`src/rtl/uart_rx.sv`:
```
// uart_rx: UART serial receiver. 8 data bits (LSB first), optional odd/even parity,
// 1 stop bit. Uses 16x (OVERSAMPLE) tick oversampling and samples each bit mid-bit.
// Received bytes are flagged with a one-cycle done_flag strobe.
//
// Ports
//   clk, rst          system clock, synchronous active-high reset
//   rx_in             serial line, idle high, asynchronous to clk
//   baud_rate[1:0]    00=2400 01=4800 10=9600 11=19200 (latched at start detect)
//   parity_type[1:0]  00=none 01=odd 10=even 11=none (latched at start detect)
//   data_out[7:0]     last received byte, held until the next frame completes
//   active_flag       high while a frame is being received
//   done_flag         one-cycle strobe; data_out and the error flags are valid
//   parity_error      parity mismatch on the last frame
//   frame_error       stop bit sampled low on the last frame
//
// Build option
//   UART_RX_MAJORITY_EN: each bit value is the 2-of-3 vote of the samples at the
//   decision tick and the two ticks before it. The decision tick is the same as
//   in the single-sample build.
module uart_rx #(
    parameter int unsigned CLK_FREQ   = 50_000_000,
    parameter int unsigned OVERSAMPLE = 16
) (
    input  logic       clk,
    input  logic       rst,
    input  logic       rx_in,
    input  logic [1:0] baud_rate,
    input  logic [1:0] parity_type,
    output logic [7:0] data_out,
    output logic       active_flag,
    output logic       done_flag,
    output logic       parity_error,
    output logic       frame_error
);

    localparam logic [2:0] S_IDLE      = 3'd0;
    localparam logic [2:0] S_START     = 3'd1;
    localparam logic [2:0] S_DATA      = 3'd2;
    localparam logic [2:0] S_PARITY    = 3'd3;
    localparam logic [2:0] S_STOP      = 3'd4;
    localparam logic [2:0] S_WAIT_IDLE = 3'd5;

    // Clocks per tick, rounded to nearest
    localparam int unsigned DIV_2400  = (CLK_FREQ + (2400  * OVERSAMPLE) / 2) / (2400  * OVERSAMPLE);
    localparam int unsigned DIV_4800  = (CLK_FREQ + (4800  * OVERSAMPLE) / 2) / (4800  * OVERSAMPLE);
    localparam int unsigned DIV_9600  = (CLK_FREQ + (9600  * OVERSAMPLE) / 2) / (9600  * OVERSAMPLE);
    localparam int unsigned DIV_19200 = (CLK_FREQ + (19200 * OVERSAMPLE) / 2) / (19200 * OVERSAMPLE);
    localparam int unsigned CNT_W     = (DIV_2400 > 1) ? $clog2(DIV_2400) : 1;
    localparam int unsigned TICK_W    = $clog2(OVERSAMPLE);

    localparam logic [TICK_W-1:0] START_PHASE = TICK_W'(OVERSAMPLE / 2 - 1);
    localparam logic [TICK_W-1:0] BIT_PHASE   = TICK_W'(OVERSAMPLE - 1);

    logic              rx_meta, rx_s, rx_s_d;
    logic [2:0]        state, state_d;
    logic [CNT_W-1:0]  div_cnt, div_cnt_d, div_last;
    logic [TICK_W-1:0] tick_cnt, tick_cnt_d;
    logic [2:0]        bit_cnt, bit_cnt_d;
    logic [7:0]        shift_reg, shift_d;
    logic              perr_acc, perr_acc_d;
    logic [1:0]        baud_q, baud_d;
    logic [1:0]        parity_q, par_d;
    logic [7:0]        data_d;
    logic              active_d, done_d, perr_d, ferr_d;
    logic              tick, decide, bit_v;

    // Two-flop synchronizer plus one delayed copy for falling-edge detection
    always_ff @(posedge clk) begin
        if (rst) begin
            rx_meta <= 1'b1;
            rx_s    <= 1'b1;
            rx_s_d  <= 1'b1;
        end else begin
            rx_meta <= rx_in;
            rx_s    <= rx_meta;
            rx_s_d  <= rx_s;
        end
    end

    // Tick divisor for the baud rate latched with this frame
    always_comb begin
        case (baud_q)
            2'b00:   div_last = CNT_W'(DIV_2400 - 1);
            2'b01:   div_last = CNT_W'(DIV_4800 - 1);
            2'b10:   div_last = CNT_W'(DIV_9600 - 1);
            default: div_last = CNT_W'(DIV_19200 - 1);
        endcase
    end

    assign tick   = (state != S_IDLE) && (div_cnt == div_last);
    assign decide = tick && (tick_cnt == ((state == S_START) ? START_PHASE : BIT_PHASE));

`ifdef UART_RX_MAJORITY_EN
    logic [1:0] hist, hist_d;

    // The two previous tick samples vote together with the current line value
    assign bit_v = (hist[1] & hist[0]) | (hist[1] & rx_s) | (hist[0] & rx_s);

    always_ff @(posedge clk) begin
        if (rst) begin
            hist <= 2'b11;
        end else begin
            hist <= hist_d;
        end
    end

    always_comb begin
        hist_d = hist;
        if (tick) begin
            hist_d = {hist[0], rx_s};
        end
    end
`else
    assign bit_v = rx_s;
`endif

    // FSM state and registered outputs
    always_ff @(posedge clk) begin
        if (rst) begin
            state        <= S_IDLE;
            div_cnt      <= '0;
            tick_cnt     <= '0;
            bit_cnt      <= '0;
            shift_reg    <= '0;
            perr_acc     <= 1'b0;
            baud_q       <= 2'b00;
            parity_q     <= 2'b00;
            data_out     <= '0;
            active_flag  <= 1'b0;
            done_flag    <= 1'b0;
            parity_error <= 1'b0;
            frame_error  <= 1'b0;
        end else begin
            state        <= state_d;
            div_cnt      <= div_cnt_d;
            tick_cnt     <= tick_cnt_d;
            bit_cnt      <= bit_cnt_d;
            shift_reg    <= shift_d;
            perr_acc     <= perr_acc_d;
            baud_q       <= baud_d;
            parity_q     <= par_d;
            data_out     <= data_d;
            active_flag  <= active_d;
            done_flag    <= done_d;
            parity_error <= perr_d;
            frame_error  <= ferr_d;
        end
    end

    // Next-state and output logic
    always_comb begin
        state_d    = state;
        div_cnt_d  = div_cnt;
        tick_cnt_d = tick_cnt;
        bit_cnt_d  = bit_cnt;
        shift_d    = shift_reg;
        perr_acc_d = perr_acc;
        baud_d     = baud_q;
        par_d      = parity_q;
        data_d     = data_out;
        active_d   = active_flag;
        done_d     = 1'b0;
        perr_d     = parity_error;
        ferr_d     = frame_error;

        if (state != S_IDLE) begin
            if (tick) begin
                div_cnt_d  = '0;
                tick_cnt_d = (tick_cnt == BIT_PHASE) ? '0 : tick_cnt + 1'b1;
            end else begin
                div_cnt_d = div_cnt + 1'b1;
            end
        end

        case (state)
            S_IDLE: begin
                if (rx_s_d && !rx_s) begin
                    state_d    = S_START;
                    active_d   = 1'b1;
                    div_cnt_d  = '0;
                    tick_cnt_d = '0;
                    perr_acc_d = 1'b0;
                    baud_d     = baud_rate;
                    par_d      = parity_type;
                end
            end
            S_START: begin
                if (decide) begin
                    if (bit_v) begin
                        state_d  = S_IDLE;
                        active_d = 1'b0;
                    end else begin
                        // Realign so later decisions fall one full bit apart
                        state_d    = S_DATA;
                        tick_cnt_d = '0;
                        bit_cnt_d  = '0;
                    end
                end
            end
            S_DATA: begin
                if (decide) begin
                    shift_d   = {bit_v, shift_reg[7:1]};
                    bit_cnt_d = bit_cnt + 1'b1;
                    if (bit_cnt == 3'd7) begin
                        state_d = (parity_q == 2'b01 || parity_q == 2'b10) ? S_PARITY : S_STOP;
                    end
                end
            end
            S_PARITY: begin
                if (decide) begin
                    perr_acc_d = (parity_q == 2'b01) ? ~(^{shift_reg, bit_v}) : (^{shift_reg, bit_v});
                    state_d    = S_STOP;
                end
            end
            S_STOP: begin
                if (decide) begin
                    data_d   = shift_reg;
                    perr_d   = perr_acc;
                    ferr_d   = ~bit_v;
                    done_d   = 1'b1;
                    active_d = 1'b0;
                    state_d  = bit_v ? S_IDLE : S_WAIT_IDLE;
                end
            end
            S_WAIT_IDLE: begin
                // Break condition: wait for the line to return high
                if (rx_s) begin
                    state_d = S_IDLE;
                end
            end
            default: begin
                state_d = S_IDLE;
            end
        endcase
    end

endmodule

```
`config.mk`:
```
export PLATFORM = sky130hd
export DESIGN_NAME = uart_rx
export DESIGN_NICKNAME = d
export VERILOG_FILES = /design/src/rtl/uart_rx.sv
export SDC_FILE = /design/constraint.sdc
export NUM_CORES = 1
export LEC_CHECK = 0
export ABC_AREA = 1
export BUFFER_PORTS_ARGS = -buffer_cell sky130_fd_sc_hd__buf_2
export CORE_MARGIN = 1
export CORE_UTILIZATION = 53
export DETAILED_ROUTE_END_ITERATION = 10
export GPL_ROUTABILITY_DRIVEN = 0
export PLACE_DENSITY = 0.75
export SKIP_LAST_GASP = 1
export SLEW_MARGIN = 20
export SYNTH_ARGS = -nofsm -noshare
export SYNTH_HDL_FRONTEND = slang
export SYNTH_SLANG_ARGS = --single-unit
```
`constraint.sdc`:
```
create_clock -name clk -period 1.5 [get_ports clk]
set_input_delay 0.075 -clock clk [delete_from_list [all_inputs] [get_ports clk]]
set_output_delay 0.075 -clock clk [all_outputs]
set_load 0.1 [all_outputs]
```
==> results.cfg, run 1 <==
[critical_path]
critPathCaptureType = flop
cp_cell_sequence = inv_1 > nand3_2 > nand2_1 > nand2_2 > nor2_4 > nand4_4 > inv_2 > nand2_1 > nand2_1 > inv_1 > nand2_1 > a21oi_1
max_stage_delay_ns = 0.35
path_max_fanout = 5
worst_path_max_delay_cell = dfxtp_2
path_buf_inv = 3
worst_path_most_repeated_cell = nand2_1
crit_family = simple AND/OR/NAND/NOR gates
cp.depth = 12
ff2ff_path_depth = 12
cp-start-kind = flop
cp.arrival_ns = 1.87
critPathKind = reg -> reg
crit_required_ns = 1.70

[die]
die_w_um = 69.0
die_area_mm2 = 0.00476
core_area_mm2 = 0.00432
ios = 19
initial_core_util = 0.551
die_y_um = 69.0
rows = 24

[power_and_ir_drop]
leakagePower_uw = 0.00143
finalPower_uw = 3880
power-per-cell-area_mw_per_mm2 = 1230
peakVddDrop_v = 0.000600

[yosys]
ys_seq_elements = 49
synth_area_leaders = dfxtp_1, nand2_1, nor2_1, a21oi_1, inv_1
synthAdderAreaFrac = 0.0263
synthMuxAreaShare = 0
synth.top_cell.area_share = 0.412
synth_common_cells = nand2_1, nor2_1, dfxtp_1
synth_most_common_cell = nand2_1
syn_area_mm2 = 0.00238
synth_cell_types = 33
yosys.area_share.simple = 0.311
synth-compound-area-share = 0.136
synth_flop_cell = dfxtp_1
ys_seq_area_frac = 0.412
netlist_instances = 333
yosysTopAreaCell = dfxtp_1
yosysWarningCount = 0
async_flop_share = 0
syn_avg_cell_area_um2 = 7.15
synth_top_family_by_area = simple AND/OR/NAND/NOR gates
synthesis.nets = 345
synth_xor_area_frac = 0.0368
synth-edff-count = 0

[timing]
period_needed_ns = 1.66
skew_ns = 0.00778
hold_viol = 0
period_share = 1.11
report.final.slew_viol_count = 0
rsz0062_at_grt = yes
holdWs_ns = 0.0359
fmax_mhz = 602
tightest_slew_ns = 0.670
finalSetupViolCount = 34
fin_ws_ns = -0.162
relSlewSlack = 0.553

[detailed_routing]
wl_met1_mm = 2.51
wl_met3_um = 218
dr.first_iter.drc_count = 130
dr.pass1.iters = 5
routed_wl_mm = 5.48
ant_nets = 0
vias = 2324
drt-vias-per-instance = 5.13
maxUsedRoutingLayer = met4
route.met2.wl_mm = 2.65
wl_per_cell_um = 12.1
drc = 0

[grt]
antenna_found_initial = 0
grt_overflow = 0
grt_pass1_vias = 2145
grt_pass1_wl_mm = 9.29
grt_max_degree = 21
gr-usage-all-layers = 0.239

[finish]
final_area_mm2 = 0.00315
nFillCells = 351
num_antenna_cells = 0
drive_above_1_share = 0.337
largest_reg_flops = 11
nets = 412
area_growth_pct = 32.5
utilization = 0.729

[worst_hold_path]
hp-class = in -> reg
worstHoldPathCells = 3

[placed_design]
post-place-ws_ns = -0.180
placed_cell_area_mm2 = 0.00285
dp_hpwl_mm = 3.94
io_buffers = 18

[outcome]
violations = setup timing
status = finished, violations left

[cts]
cts_root_buf = clkbuf_8
cts_tree = yes
clock_latency_ns = 0.31
clockBufferDepth = 2
htreeDepth = 2
numCtsBuffers = 5
numClockSinks = 49
path_clk_slew_ns = 0.10

[flow_run]
max-cap-violations = 0
-- final timing paths --
path	to	startpoint	slack, ns
min	baud_q[0]	baud_rate[0]	0.04
min reg2reg	bit_v	rx_meta	0.42
max reg2reg	bit_cnt[1]	state[1]	-0.16
max	bit_cnt[1]	state[1]	-0.16
-- layout make-up --
type,count,area [um^2],share of cell area
flip-flops and latches,49,1000,0.319
multi-input cells,237,1350,0.429
inverters,40,153,0.0484
clock buffers,5,68.8,0.0218
repair buffers,67,483,0.153
clock inverters,3,26.3,0.00833
well taps,52,65.1,0.0206
-- routing by layer --
| metal | track usage | vias to the layer above |
|---|---|---|
| li1 | - | 1204 |
| met1 | 0.307 | 1065 |
| met2 | 0.399 | 43 |
| met3 | 0.0395 | 12 |
| met4 | 0.0975 | 0 |
| met5 | 0 | - |
-- tightest hold or removal path, stage by stage --
cell	delay [ns]
buf_2	0.07
o21ai_0	0.07
a21oi_1	0.10
-- where the power goes --
group	switching, uW	leakage [uW]	internal, uW	total [uW]
logic	930	0.000983	623	1550
registers	84.7	0.000402	1410	1500
clock network	484	0.0000495	347	831
total	1500	0.00143	2380	3880
-- what timing repair did --
item                                   4_1_cts  5_1_grt
resized for setup                           14       36
hold buffers                                 2        0
setup endpoints to repair                   43       45
endpoints found under the hold margin        2        0
setup buffers                                0        5
pin swaps                                    7       12
cloned                                       0        1
-- kinds of logic after synthesis --
| family | after synthesis |
|---|---|
| xor+xnor | 10 |
| buf+inv | 47 |
| simple gates | 163 |
| fa+ha+maj | 5 |
| flops | 49 |
| compound gates | 59 |
-- stage by stage --
| step | setup TNS [ns] | instances |
|---|---|---|
| 2_1_floorplan | -0.0544 | 333 |
| 3_3_place_gp | -2.33 | 437 |
| 3_5_place_dp | -4.73 | 437 |
| 4_1_cts | -2.42 | 447 |
| 5_1_grt | -7.53 | 453 |
| 6_report | -3.09 | 453 |
-- layout by cell type (no fill, tap or decap), types with 2 or more instances in the layout --
cell and n:
nand2_1 58, xnor2_1 3, dfxtp_1 38, nor2_2 6, dfxtp_2 7, nor2_4 8
buf_6 2, nand2_4 3, buf_2 18, a211oi_1 3, a21oi_1 26, a21o_1 2
clkbuf_8 5, o21a_1 2, dlygate4sd3_1 2, o21ai_0 9, nor2_1 46, nand3_1 15
dfxtp_4 4, inv_1 33, nand4_1 2, xor2_1 6, nand3_2 3, nor3_1 5
inv_6 3, or2_2 4, nand2_2 7, o21ai_2 6, ha_1 4, o21ai_1 7
buf_4 44, inv_2 5
Power figures use the tool's default switching activity.
==> inputs of run 2 (changes only) <==
Settings changed: CELL_PAD_IN_SITES_DETAIL_PLACEMENT set to 1, CELL_PAD_IN_SITES_GLOBAL_PLACEMENT set to 2, CORE_UTILIZATION 53 to 30, PLACE_DENSITY 0.75 to not set, PLACE_DENSITY_LB_ADDON set to 0.1.
==> run 2 against run 1 <==
The flow still finishes with violations (setup timing). Cell count grew 13%. Count of clock-buffer cells in the layout grew 1. Combinational power grew 9.7%. Global-route usage shrank 7.2 points. Sequential power is essentially flat. Via count is essentially flat. Worst setup slack lost 0.027 ns. Non-clock buffer count grew 8. Critical path type unchanged. Largest cell class unchanged.
==> results.cfg, run 2 (synthesized netlist as in run 1, its figures left out) <==
[grt]
grt_overflow = 0
antenna_found_initial = 0
grt_pass1_wl_mm = 11.0
grt_pass1_vias = 2326
gr-usage-all-layers = 0.167
grt_max_degree = 21

[finish]
final_common_cell = nand2_1
num_antenna_cells = 0
area_growth_pct = 42.8
final_cell_mix = nand2_1, buf_4, nor2_1, dfxtp_1, inv_1
largest_reg_flops = 11
drive_above_1_share = 0.362
nets = 420
final_cells = 511
final_area_mm2 = 0.00340

[detailed_routing]
routed_wl_mm = 6.68
dr.first_iter.drc_count = 60
drt-vias-per-instance = 4.54
drc = 0
wl_per_cell_um = 13.1
dr.pass1.iters = 4
vias = 2322
ant_nets = 0

[cts]
cts_root_buf = clkbuf_8
clockBufferDepth = 2
numClockSinks = 49
htreeDepth = 2
clock_latency_ns = 0.30
cts_tree = yes
path_clk_slew_ns = 0.09
numCtsBuffers = 5

[critical_path]
rr_endpoint = state[1]
r2r_setup_slack_ns = -0.19
reg2reg_from = state[1]
crit_path_end = state[1]
cp-start-kind = flop
ff2ff_path_depth = 12
crit_start = state[1]
critPathKind = reg -> reg
cp.arrival_ns = 1.88
crit_required_ns = 1.69
critPathCaptureType = flop
path_max_fanout = 6

[timing]
hold_viol = 0
rsz0062_at_grt = yes
period_share = 1.13
period_needed_ns = 1.69
relSlewSlack = 0.676
skew_ns = 0.00832
setup_tns_ns = -4.16
fmax_mhz = 592
fin_ws_ns = -0.190
finalSetupViolCount = 39
tightest_slew_ns = 0.489
report.final.slew_viol_count = 0

[power_and_ir_drop]
leakagePower_uw = 0.00150
power-per-cell-area_mw_per_mm2 = 1230
finalPower_uw = 4170
peakVddDrop_v = 0.000656

[flow_run]
max-cap-violations = 0

[outcome]
status = finished, violations left
violations = setup timing

[die]
core_area_mm2 = 0.00769
die_w_um = 91.1
initial_core_util = 0.310
die_y_um = 91.1
die_area_mm2 = 0.00830
rows = 32
ios = 19

[worst_hold_path]
hp-class = in -> reg

[placed_design]
io_buffers = 18
placed_cell_area_mm2 = 0.00297
dp_hpwl_mm = 5.12
dpl.cell_count = 494
run 2: layer usage:
| metal | vias up | routed length (um) | GRT usage |
|---|---|---|---|
| met5 | - | 0 | 0 |
| met4 | 0 | 53 | 0.0357 |
| met3 | 5 | 114 | 0.0302 |
| met2 | 14 | 3170 | 0.282 |
| met1 | 1089 | 3350 | 0.222 |
| li1 | 1214 | - | - |
run 2: worst min-delay path by stage:
stage | slack, ns | endpoint | startpoint | cells past startpoint
finish | 0.04 | div_cnt[1] | rst | 2
global route | 0.04 | div_cnt[1] | rst | 2
CTS | 0.06 | baud_q[0] | baud_rate[0] | 3
detailed placement | 0.28 | rx_meta | rx_in | 2
global placement | 0.28 | rx_meta | rx_in | 2
floorplan | 0.18 | rx_meta | rx_in | 1
run 2: critical path, cell delays in order, from the launching register on:
cell and delay, ns:
dfxtp_4 0.37, inv_1 0.11, nand3_4 0.10, nand2_1 0.07, nand2_1 0.07, nor2_4 0.13
nand4_4 0.20, nand2_2 0.15, nand2_4 0.07, nor2_4 0.16, nand2_1 0.06, nand2_1 0.05
nor2_1 0.04
run 2: through the flow:
stage               utilization  setup WS [ns]  hold slack, ns
floorplan                     -        -0.0193           0.179
global placement          0.387         -0.187           0.280
detailed placement        0.387         -0.221           0.282
CTS                       0.427         -0.195          0.0584
global route              0.442         -0.329          0.0393
finish                    0.442         -0.190          0.0437
run 2: repair_timing:
| item | in CTS | in global routing |
|---|---|---|
| endpoints found under the hold margin | 2 | 0 |
| pin swaps | 13 | 2 |
| hold buffers | 2 | 0 |
| buffers inserted | 4 | 3 |
| resized for setup | 38 | 25 |
| endpoints found under the setup margin | 42 | 42 |
run 2: where the power goes:
part	leakage (uW)	internal [uW]	switching, uW
clock	0.0000554	501	449
sequential	0.000403	1420	97.3
combinational	0.00105	680	1020
total	0.00150	2600	1570
run 2: cell type report:
cell class	count	area, um^2
fill	980	4290
multi-input combinational	237	1430
sequential	49	1000
timing repair buffer	75	567
inverter	40	158
tap	102	128
clock buffer	6	72.6
clock inverter	2	38.8
